`src/rtl/hazard_ctrl_pkg.sv`:
```
// Shared definitions for the pipeline hazard controller: register-index width,
// mul/div latency defaults and the encoding of the pipeline control bundle.
package hazard_ctrl_pkg;

    localparam int REG_W       = 5;
    localparam int MD_CNT_W    = 4;
    localparam int MUL_LAT_DEF = 4;
    localparam int DIV_LAT_DEF = 12;

    localparam logic [REG_W-1:0] ZERO_REG = '0;

    typedef enum logic [1:0] {
        ACT_RUN,
        ACT_STALL,
        ACT_FLUSH,
        ACT_RESET
    } act_e;

    typedef struct packed {
        logic pc_write;
        logic ifid_write;
        logic ifid_flush;
        logic idex_bubble;
        logic md_issue;
    } ctrl_t;

    // Hold front end and inject a bubble; also the state presented during reset.
    localparam ctrl_t CTRL_HOLD  = '{1'b0, 1'b0, 1'b0, 1'b1, 1'b0};
    localparam ctrl_t CTRL_FLUSH = '{1'b1, 1'b1, 1'b1, 1'b1, 1'b0};
    localparam ctrl_t CTRL_RUN   = '{1'b1, 1'b1, 1'b0, 1'b0, 1'b0};

    function automatic logic src_match(input logic uses,
                                       input logic [REG_W-1:0] src,
                                       input logic [REG_W-1:0] dst);
        return uses && (src == dst);
    endfunction

endpackage

```
`src/rtl/hazard_ctrl_md_scoreboard.sv`:
```
// Mul/div occupancy tracker: a 4-bit countdown loaded with the op latency on
// issue and decremented every cycle until the unit is free again.
module hazard_ctrl_md_scoreboard
    import hazard_ctrl_pkg::*;
#(
    parameter int MUL_LAT = MUL_LAT_DEF,
    parameter int DIV_LAT = DIV_LAT_DEF
) (
    input  logic clock,
    input  logic rst,
    input  logic md_issue,
    input  logic md_is_div,
    output logic md_busy
);

    localparam logic [MD_CNT_W-1:0] MUL_LOAD = MD_CNT_W'(MUL_LAT);
    localparam logic [MD_CNT_W-1:0] DIV_LOAD = MD_CNT_W'(DIV_LAT);

    logic [MD_CNT_W-1:0] cnt_reg;
    logic [MD_CNT_W-1:0] cnt_next;

    always_comb begin
        cnt_next = cnt_reg;
        if (md_issue) begin
            cnt_next = md_is_div ? DIV_LOAD : MUL_LOAD;
        end else if (cnt_reg != '0) begin
            cnt_next = cnt_reg - 1'b1;
        end
    end

    always_ff @(posedge clock or posedge rst) begin
        if (rst) begin
            cnt_reg <= '0;
        end else begin
            cnt_reg <= cnt_next;
        end
    end

    assign md_busy = (cnt_reg != '0);

endmodule

```
`src/rtl/hazard_ctrl.sv`:
```
// Pipeline sequencing controller: resolves load-use, taken-branch and mul/div
// structural hazards into PC/IF-ID/ID-EX controls and counts stall cycles.
module hazard_ctrl
    import hazard_ctrl_pkg::*;
#(
    parameter int MUL_LAT = MUL_LAT_DEF,
    parameter int DIV_LAT = DIV_LAT_DEF,
    parameter int CNT_W   = 16
) (
    input  logic             clock,
    input  logic             rst,
    input  logic [REG_W-1:0] id_rs,
    input  logic [REG_W-1:0] id_rt,
    input  logic             id_uses_rs,
    input  logic             id_uses_rt,
    input  logic             id_md_valid,
    input  logic             id_md_is_div,
    input  logic             id_hilo_read,
    input  logic             ex_mem_read,
    input  logic [REG_W-1:0] ex_rt,
    input  logic             ex_branch_taken,
    output logic             pc_write,
    output logic             ifid_write,
    output logic             ifid_flush,
    output logic             idex_bubble,
    output logic             md_issue,
    output logic             md_busy,
    output logic [CNT_W-1:0] stall_cycles
);

    logic       load_use;
    logic       md_hazard;
    logic       stall;
    act_e       act;
    ctrl_t      ctrl;
    logic       md_busy_int;
    logic [CNT_W-1:0] stall_cnt_reg;

    assign load_use  = ex_mem_read && (ex_rt != ZERO_REG) &&
                       (src_match(id_uses_rs, id_rs, ex_rt) ||
                        src_match(id_uses_rt, id_rt, ex_rt));
    assign md_hazard = md_busy_int && (id_md_valid || id_hilo_read);
    assign stall     = load_use || md_hazard;

    // A taken branch wins over any stall: the ID instruction is wrong-path.
    always_comb begin
        act = ACT_RUN;
        if (rst) begin
            act = ACT_RESET;
        end else if (ex_branch_taken) begin
            act = ACT_FLUSH;
        end else if (stall) begin
            act = ACT_STALL;
        end
    end

    always_comb begin
        ctrl = CTRL_HOLD;
        case (act)
            ACT_FLUSH: ctrl = CTRL_FLUSH;
            ACT_RUN: begin
                ctrl          = CTRL_RUN;
                ctrl.md_issue = id_md_valid;
            end
            default:   ctrl = CTRL_HOLD;
        endcase
    end

    assign pc_write    = ctrl.pc_write;
    assign ifid_write  = ctrl.ifid_write;
    assign ifid_flush  = ctrl.ifid_flush;
    assign idex_bubble = ctrl.idex_bubble;
    assign md_issue    = ctrl.md_issue;

    hazard_ctrl_md_scoreboard #(
        .MUL_LAT (MUL_LAT),
        .DIV_LAT (DIV_LAT)
    ) u_md_scoreboard (
        .clock     (clock),
        .rst       (rst),
        .md_issue  (ctrl.md_issue),
        .md_is_div (id_md_is_div),
        .md_busy   (md_busy_int)
    );

    assign md_busy = md_busy_int && !rst;

    always_ff @(posedge clock or posedge rst) begin
        if (rst) begin
            stall_cnt_reg <= '0;
        end else if ((act == ACT_STALL) && !(&stall_cnt_reg)) begin
            stall_cnt_reg <= stall_cnt_reg + 1'b1;
        end
    end

    assign stall_cycles = stall_cnt_reg;

endmodule
```
`config.mk`:
```
export PLATFORM = sky130hd
export DESIGN_NAME = hazard_ctrl
export DESIGN_NICKNAME = d
export VERILOG_FILES = /design/src/rtl/hazard_ctrl_pkg.sv /design/src/rtl/hazard_ctrl_md_scoreboard.sv /design/src/rtl/hazard_ctrl.sv
export SDC_FILE = /design/constraint.sdc
export NUM_CORES = 1
export LEC_CHECK = 0
export CORE_ASPECT_RATIO = 1.75
export CORE_MARGIN = 5
export CORE_UTILIZATION = 30
export DETAILED_ROUTE_END_ITERATION = 6
export PLACE_DENSITY = 0.59
export SLEW_MARGIN = 20
export SYNTH_ARGS = -nofsm -noshare
export SYNTH_HDL_FRONTEND = slang
export SYNTH_SLANG_ARGS = --single-unit
```
`constraint.sdc`:
```
create_clock -name clock -period 3.1 [get_ports clock]
set_input_delay 0.62 -clock clock [delete_from_list [all_inputs] [get_ports clock]]
set_output_delay 0.62 -clock clock [all_outputs]
set_load 0.05 [all_outputs]
```
==> impl_metrics.json, run 1 <==
{
  "p_switching_w": 0.000443,
  "final_net_count": 194,
  "cts_htree_levels": 1,
  "timing_hold_violations_final": 0,
  "cts_made_buffers": 3,
  "period_needed_ns": 3.02,
  "clkLatencyLatePin_ns": 0.25,
  "wp_depth": 6,
  "syn_inst": 116,
  "ant_nets": 0,
  "comb_power_share_pct": 45.5,
  "largest_reg_flops": 16,
  "result_of_the_run": "finished clean",
  "grt_first_pass_wirelength_um": 5440,
  "timing.critical_path.from_type": "primary input",
  "hold_path.class": "reg2reg",
  "leakage_nw": 0.745,
  "port_buffer_count": 45,
  "p_clk_share_pct": 22.0,
  "internal-power_w": 0.000717,
  "worstPathRequired_ns": 2.48,
  "yosys.area.top_type_share_pct": 42.6,
  "grt_util_all_layers_pct": 12.7,
  "cts_tree": "built",
  "die_w_um": 57.3,
  "holdCritStartpoint": "stall_cycles[7]",
  "std_cell_core_area_um2": 3830,
  "final_layout_size_suffix_gt1_share_pct": 12.0,
  "crit_path_cell_trace": "clkdlybuf4s50_1, or4_1, o21a_1, a21bo_2, a21oi_4, buf_12",
  "crit_family": "buffers and inverters",
  "final.hold.worst_slack_ns": 0.500,
  "critical_path.reg2reg.endpoint": "stall_cycles[1]",
  "number_of_global_route_vias_before_repair": 1155,
  "fin_tns_setup_ns": 0,
  "cts_sinks": 20,
  "power.switching_fraction_pct": 38.2,
  "crit_path_max_fanout": 3,
  "maxCapViolations": 0,
  "cp_slowest_cell": "sky130_fd_sc_hd__or4_1",
  "reg2reg_setup_slack_ns": 0.96,
  "wl_per_cell_um": 14.7,
  "crit_arrival_ns": 2.40,
  "pin_count_of_the_biggest_net_entering_global_routing": 21,
  "floorplan.initialDensity_pct": 30.7,
  "vias_per_cell": 4.90,
  "power-per-cell-area_nw_per_um2": 644,
  "post_layout_nonfiller_instances": 214,
  "number_of_buffers_added_for_setup_after_cts": 0,
  "post-route-drc-count": 0,
  "design.die.area_um2": 5310,
  "fmax_achieved_ghz": 0.331,
  "synth-main-ff-cell": "sky130_fd_sc_hd__dfrtp_1",
  "seq_total_area_yosys_pct": 42.6,
  "setup_viol_count_final": 0,
  "antenna-diode-count": 0,
  "yosys-top-cells-area": "sky130_fd_sc_hd__dfrtp_1, sky130_fd_sc_hd__xnor2_1, sky130_fd_sc_hd__and3_1",
  "max-slew-margin-rel_pct": 51.2,
  "design.portCount": 46,
  "firstDrtPassIters": 4,
  "synth.largest_area_cell": "sky130_fd_sc_hd__dfrtp_1",
  "fp.dieH_um": 92.7,
  "synth_edf_count": 0,
  "drt_iter0_drcs": 22,
  "setup.worst_path.class": "in2out",
  "ys_async_sr_fraction_pct": 100,
  "synthDistinctLibCells": 27,
  "syn_std_cell_area_um2": 1170,
  "synth_fp_nets": 143,
  "seqPwrFrac_pct": 32.5,
  "cts_root_buffer": "sky130_fd_sc_hd__clkbuf_8",
  "cts_max_path_buffers": 2,
  "synth-warning-count": 0,
  "worst_hold_path.num_cells": 1,
  "numPlacedInstances": 210,
  "timing.reg2reg.worst_path_depth": 9,
  "crit-reg2reg-launch": "u_md_scoreboard.cnt_reg[0]",
  "holdBufCountCts": 0,
  "number_of_synthesized_register_bits": 20,
  "final_util_pct": 47.1,
  "grt_antenna_before_repair": 0,
  "postSynthAreaPerCell_um2": 10.1,
  "wl_um": 3160,
  "clkSlewWorstSetupHoldPaths_ns": 0.07,
  "area_growth_pct": 53.5,
  "dp_hpwl_um": 2570,
  "hold_end": "stall_cycles[7]",
  "worst_setup_path_end_kind": "primary output",
  "ir_worst_vdd_uv": 611,
  "gpl.final_weighted_congestion": 0.837,
  "vias": 1048,
  "final-max-slew-violation-count": 0,
  "timing.final.crit_share_pct": 97.5,
  "skew_ns": 0.00178,
  "critical_path_s_largest_stage_delay_ns": 0.53,
  "rows": 30,
  "cp_bufs_invs": 2,
  "setup_repair_after_global_routing_missed_its_margin": "false",
  "transition_time_of_the_tightest_slew_check_pin_ns": 0.731,
  "globalRoute.totalOverflow": 0
}
-- area by class of cell --
type / instances / area, um^2
Clock inverter: 1 / 30.0
Multi-Input combinational cell: 87 / 637
Sequential cell: 20 / 500
Timing Repair Buffer: 51 / 518
Fill cell: 372 / 2030
Inverter: 4 / 15.0
Tap cell: 48 / 60.1
Clock buffer: 3 / 41.3
-- cells in the mapped netlist (2+ instances only) --
master                     count
sky130_fd_sc_hd__xnor2_1      27
sky130_fd_sc_hd__buf_2         2
sky130_fd_sc_hd__nor2_1        6
sky130_fd_sc_hd__and4_1        3
sky130_fd_sc_hd__inv_1         4
sky130_fd_sc_hd__dfrtp_1      20
sky130_fd_sc_hd__nand4_1       9
sky130_fd_sc_hd__nand3_1       7
sky130_fd_sc_hd__ha_1          3
sky130_fd_sc_hd__nand2_1       6
sky130_fd_sc_hd__nand4b_1      2
sky130_fd_sc_hd__o21a_1        2
sky130_fd_sc_hd__and3_1        9
sky130_fd_sc_hd__o21bai_1      2
sky130_fd_sc_hd__a21oi_1       2
-- cell families (layout without fill, tap and decap cells) --
| kind of cell | Yosys count | count (layout) | synth area share, % |
|---|---|---|---|
| buffers and inverters | 9 | 59 | 4.05 |
| AOI/OAI and AO/OA | 9 | 9 | 5.65 |
| adders and majority gates | 3 | 3 | 3.20 |
| and+or+nand+nor | 47 | 47 | 23.3 |
| DFF | 20 | 20 | 42.6 |
| xor gates and xnor gates | 27 | 27 | 20.1 |
| muxes | 1 | 1 | 0.959 |
-- timing repair --
item / CTS / global route
endpoints found under the hold margin: 0 / 0
endpoints found under the setup margin: 0 / 2
gates resized for setup: 0 / 0
-- power groups by stage --
stage	clock network (W)	registers [W]	logic, W
after floorplan	0	0.000473	0.000252
after detailed placement	0	0.000380	0.000533
after global placement	0	0.000376	0.000516
after CTS	0.000260	0.000377	0.000535
final	0.000255	0.000377	0.000528
after global routing	0.000278	0.000387	0.000571
-- placed cells by master (no fill, tap or decap), drive strengths merged, types with 4 or more instances in the layout --
cell type and count:
xnor2 27, nor2 6, nand2 6, inv 4
nand4 9, buf 12, dfrtp 20, and3 9
nand3 7, clkdlybuf4s50 39
-- through the flow --
step | setup slack, ns | instance area [um^2] | power (W)
after floorplan | 0.172 | 1180 | 0.000725
after global placement | 0.0672 | 1730 | 0.000893
after detailed placement | 0.0468 | 1730 | 0.000913
after CTS | 0.0415 | 1800 | 0.00117
after global routing | 0.0143 | 1800 | 0.00124
final | 0.0772 | 1800 | 0.00116
-- worst max path at each step --
stage	startpoint	endpoint	slack, ns
floorplan	ex_rt[1]	pc_write	0.17
global placement	ex_rt[2]	ifid_write	0.07
detailed placement	ex_rt[2]	pc_write	0.05
CTS	ex_rt[2]	pc_write	0.04
global route	ex_rt[2]	pc_write	0.01
finish	ex_rt[2]	pc_write	0.08
-- routing by layer --
metal,wire [um],GRT usage [%],vias up,share of wire (%)
met5,0,0,-,0
met4,38,2.90,0,1.2
met3,156,2.65,6,4.9
met2,1680,23.4,44,53
met1,1280,14.6,492,41
li1,-,-,506,-
No activity file was read; power rests on OpenSTA's default activity.
==> run 2: changes to the inputs <==
--- a/config.mk
+++ b/config.mk
@@ -5,11 +5,12 @@
 export SDC_FILE = /design/constraint.sdc
 export NUM_CORES = 1
 export LEC_CHECK = 0
+export ABC_CLOCK_PERIOD_IN_PS = 3100
 export CORE_ASPECT_RATIO = 1.75
 export CORE_MARGIN = 5
-export CORE_UTILIZATION = 30
+export CORE_UTILIZATION = 46
 export DETAILED_ROUTE_END_ITERATION = 6
-export PLACE_DENSITY = 0.59
+export PLACE_DENSITY = 0.84
 export SLEW_MARGIN = 20
 export SYNTH_ARGS = -nofsm -noshare
 export SYNTH_HDL_FRONTEND = slang
==> run 2 against run 1 <==
Against the previous run: critical path depth is the same; power rose by 0.82%; global-route usage rose by 6.2 points.
==> impl_metrics.json, run 2 (synthesis gave the netlist of run 1 again) <==
{
  "maxCapViolations": 0,
  "fp.dieH_um": 76.8,
  "post_cts_resize_count": 0,
  "wl_per_cell_um": 16.7,
  "final_layout_size_suffix_gt1_share_pct": 11.5,
  "std_cell_core_area_um2": 2460,
  "port_buffer_count": 45,
  "dp_hpwl_um": 2560,
  "power-per-cell-area_nw_per_um2": 662,
  "vias": 1073,
  "result_of_the_run": "finished clean",
  "final_util_pct": 71.7,
  "rows": 24,
  "layout.filler_cells": 190,
  "cts_sinks": 20,
  "transition_time_of_the_tightest_slew_check_pin_ns": 0.733,
  "final-max-slew-violation-count": 0,
  "skew_ns": 0.00352,
  "setup_repair_after_global_routing_missed_its_margin": "false",
  "holdBufCountCts": 0,
  "crit_arrival_ns": 2.37,
  "cts_root_buffer": "sky130_fd_sc_hd__clkbuf_8",
  "ir_worst_vdd_uv": 622,
  "number_of_global_route_vias_before_repair": 1146,
  "post-route-drc-count": 0,
  "cts_made_buffers": 3,
  "grt_first_pass_wirelength_um": 5130,
  "crit_path_max_fanout": 2,
  "grt_antenna_before_repair": 0,
  "cts_tree": "built",
  "drt_iter0_drcs": 26,
  "fmax_achieved_ghz": 0.335,
  "hold_path.class": "reg2reg",
  "worstPathRequired_ns": 2.48,
  "max-slew-margin-rel_pct": 51.1,
  "wl_um": 3190,
  "clkSlewWorstSetupHoldPaths_ns": 0.07,
  "gpl.final_weighted_congestion": 0.783,
  "leading_cell_types_in_the_layout_fill_and_taps_excluded": "sky130_fd_sc_hd__clkdlybuf4s50_1, sky130_fd_sc_hd__xnor2_1, sky130_fd_sc_hd__dfrtp_1, sky130_fd_sc_hd__and3_1, sky130_fd_sc_hd__nand4_1",
  "clkLatencyLatePin_ns": 0.26,
  "vias_per_cell": 5.62,
  "cts_htree_levels": 1,
  "largest_reg_flops": 16,
  "worst_setup_path_end_kind": "primary output",
  "multi_input_area_um2": 637,
  "firstDrtPassIters": 4,
  "grt_util_all_layers_pct": 18.9,
  "ant_nets": 0,
  "die_w_um": 48.2,
  "antenna-diode-count": 0,
  "leakage_nw": 0.740,
  "final_net_count": 193,
  "area_growth_pct": 50.5,
  "leading_cell_type_in_the_layout_fill_and_taps_excluded": "sky130_fd_sc_hd__clkdlybuf4s50_1",
  "design.die.area_um2": 3700,
  "number_of_buffers_added_for_setup_after_cts": 0,
  "fin_tns_setup_ns": 0,
  "pin_count_of_the_biggest_net_entering_global_routing": 21,
  "timing_hold_violations_final": 0,
  "timing.final.crit_share_pct": 96.4,
  "cts_max_path_buffers": 2,
  "period_needed_ns": 2.99,
  "design.portCount": 46,
  "globalRoute.totalOverflow": 0,
  "setup.worst_path.class": "in2out",
  "timing.critical_path.from_type": "primary input",
  "setup_viol_count_final": 0,
  "seq_area_um2": 500,
  "floorplan.initialDensity_pct": 47.7
}
## run 2: worst paths after layout
kind / start / end / slack [ns] / cells past startpoint
setup / recovery: ex_rt[1] / pc_write / 0.11 / 6
hold / removal: stall_cycles[9] / stall_cycles[9] / 0.49 / 1
setup reg to reg: u_md_scoreboard.cnt_reg[0] / stall_cycles[1] / 0.92 / 9
hold reg to reg: stall_cycles[9] / stall_cycles[9] / 0.49 / 1
max in group asynchronous: rst / stall_cycles[6] / 1.68 / 2
min in group asynchronous: rst / stall_cycles[13] / 0.96 / 2
## run 2: metal layers
layer / GRT usage, % / vias up / wire length [um]
li1: - / 503 / -
met1: 19.5 / 513 / 998
met2: 34.4 / 50 / 1810
met3: 3.98 / 7 / 324
met4: 5.66 / 0 / 55
met5: 0 / - / 0
## run 2: power by group
group / internal, W / total [W] / switching (W)
clock network: 0.000172 / 0.000260 / 0.0000880
logic: 0.000226 / 0.000530 / 0.000304
registers: 0.000320 / 0.000380 / 0.0000600
total: 0.000718 / 0.00117 / 0.000452
## run 2: final cells by class
class,count,area share (%)
clock inverter,1,1.70
sequential,20,28.3
clock buffer,3,2.34
multi-input combinational,87,36.0
tap,26,1.84
inverter,4,0.850
timing repair buffer,50,28.9
## run 2: worst max-delay path, cell delays in order
cell and delay, ns:
sky130_fd_sc_hd__clkdlybuf4s50_1 0.42, sky130_fd_sc_hd__or4_1 0.52, sky130_fd_sc_hd__o21a_1 0.19, sky130_fd_sc_hd__a21bo_2 0.22, sky130_fd_sc_hd__a21oi_4 0.22, sky130_fd_sc_hd__buf_12 0.17
## run 2: stage by stage
stage	power [W]	setup WS, ns	hold WS (ns)	cells	area, um^2
after global placement	0.000889	0.133	0.477	187	1700
after detailed placement	0.000909	0.0975	0.486	187	1700
after CTS	0.00118	0.0966	0.499	191	1770
after floorplan	0.000725	0.172	0.495	116	1180
final	0.00117	0.111	0.495	191	1770
after global routing	0.00124	0.0674	0.518	191	1770
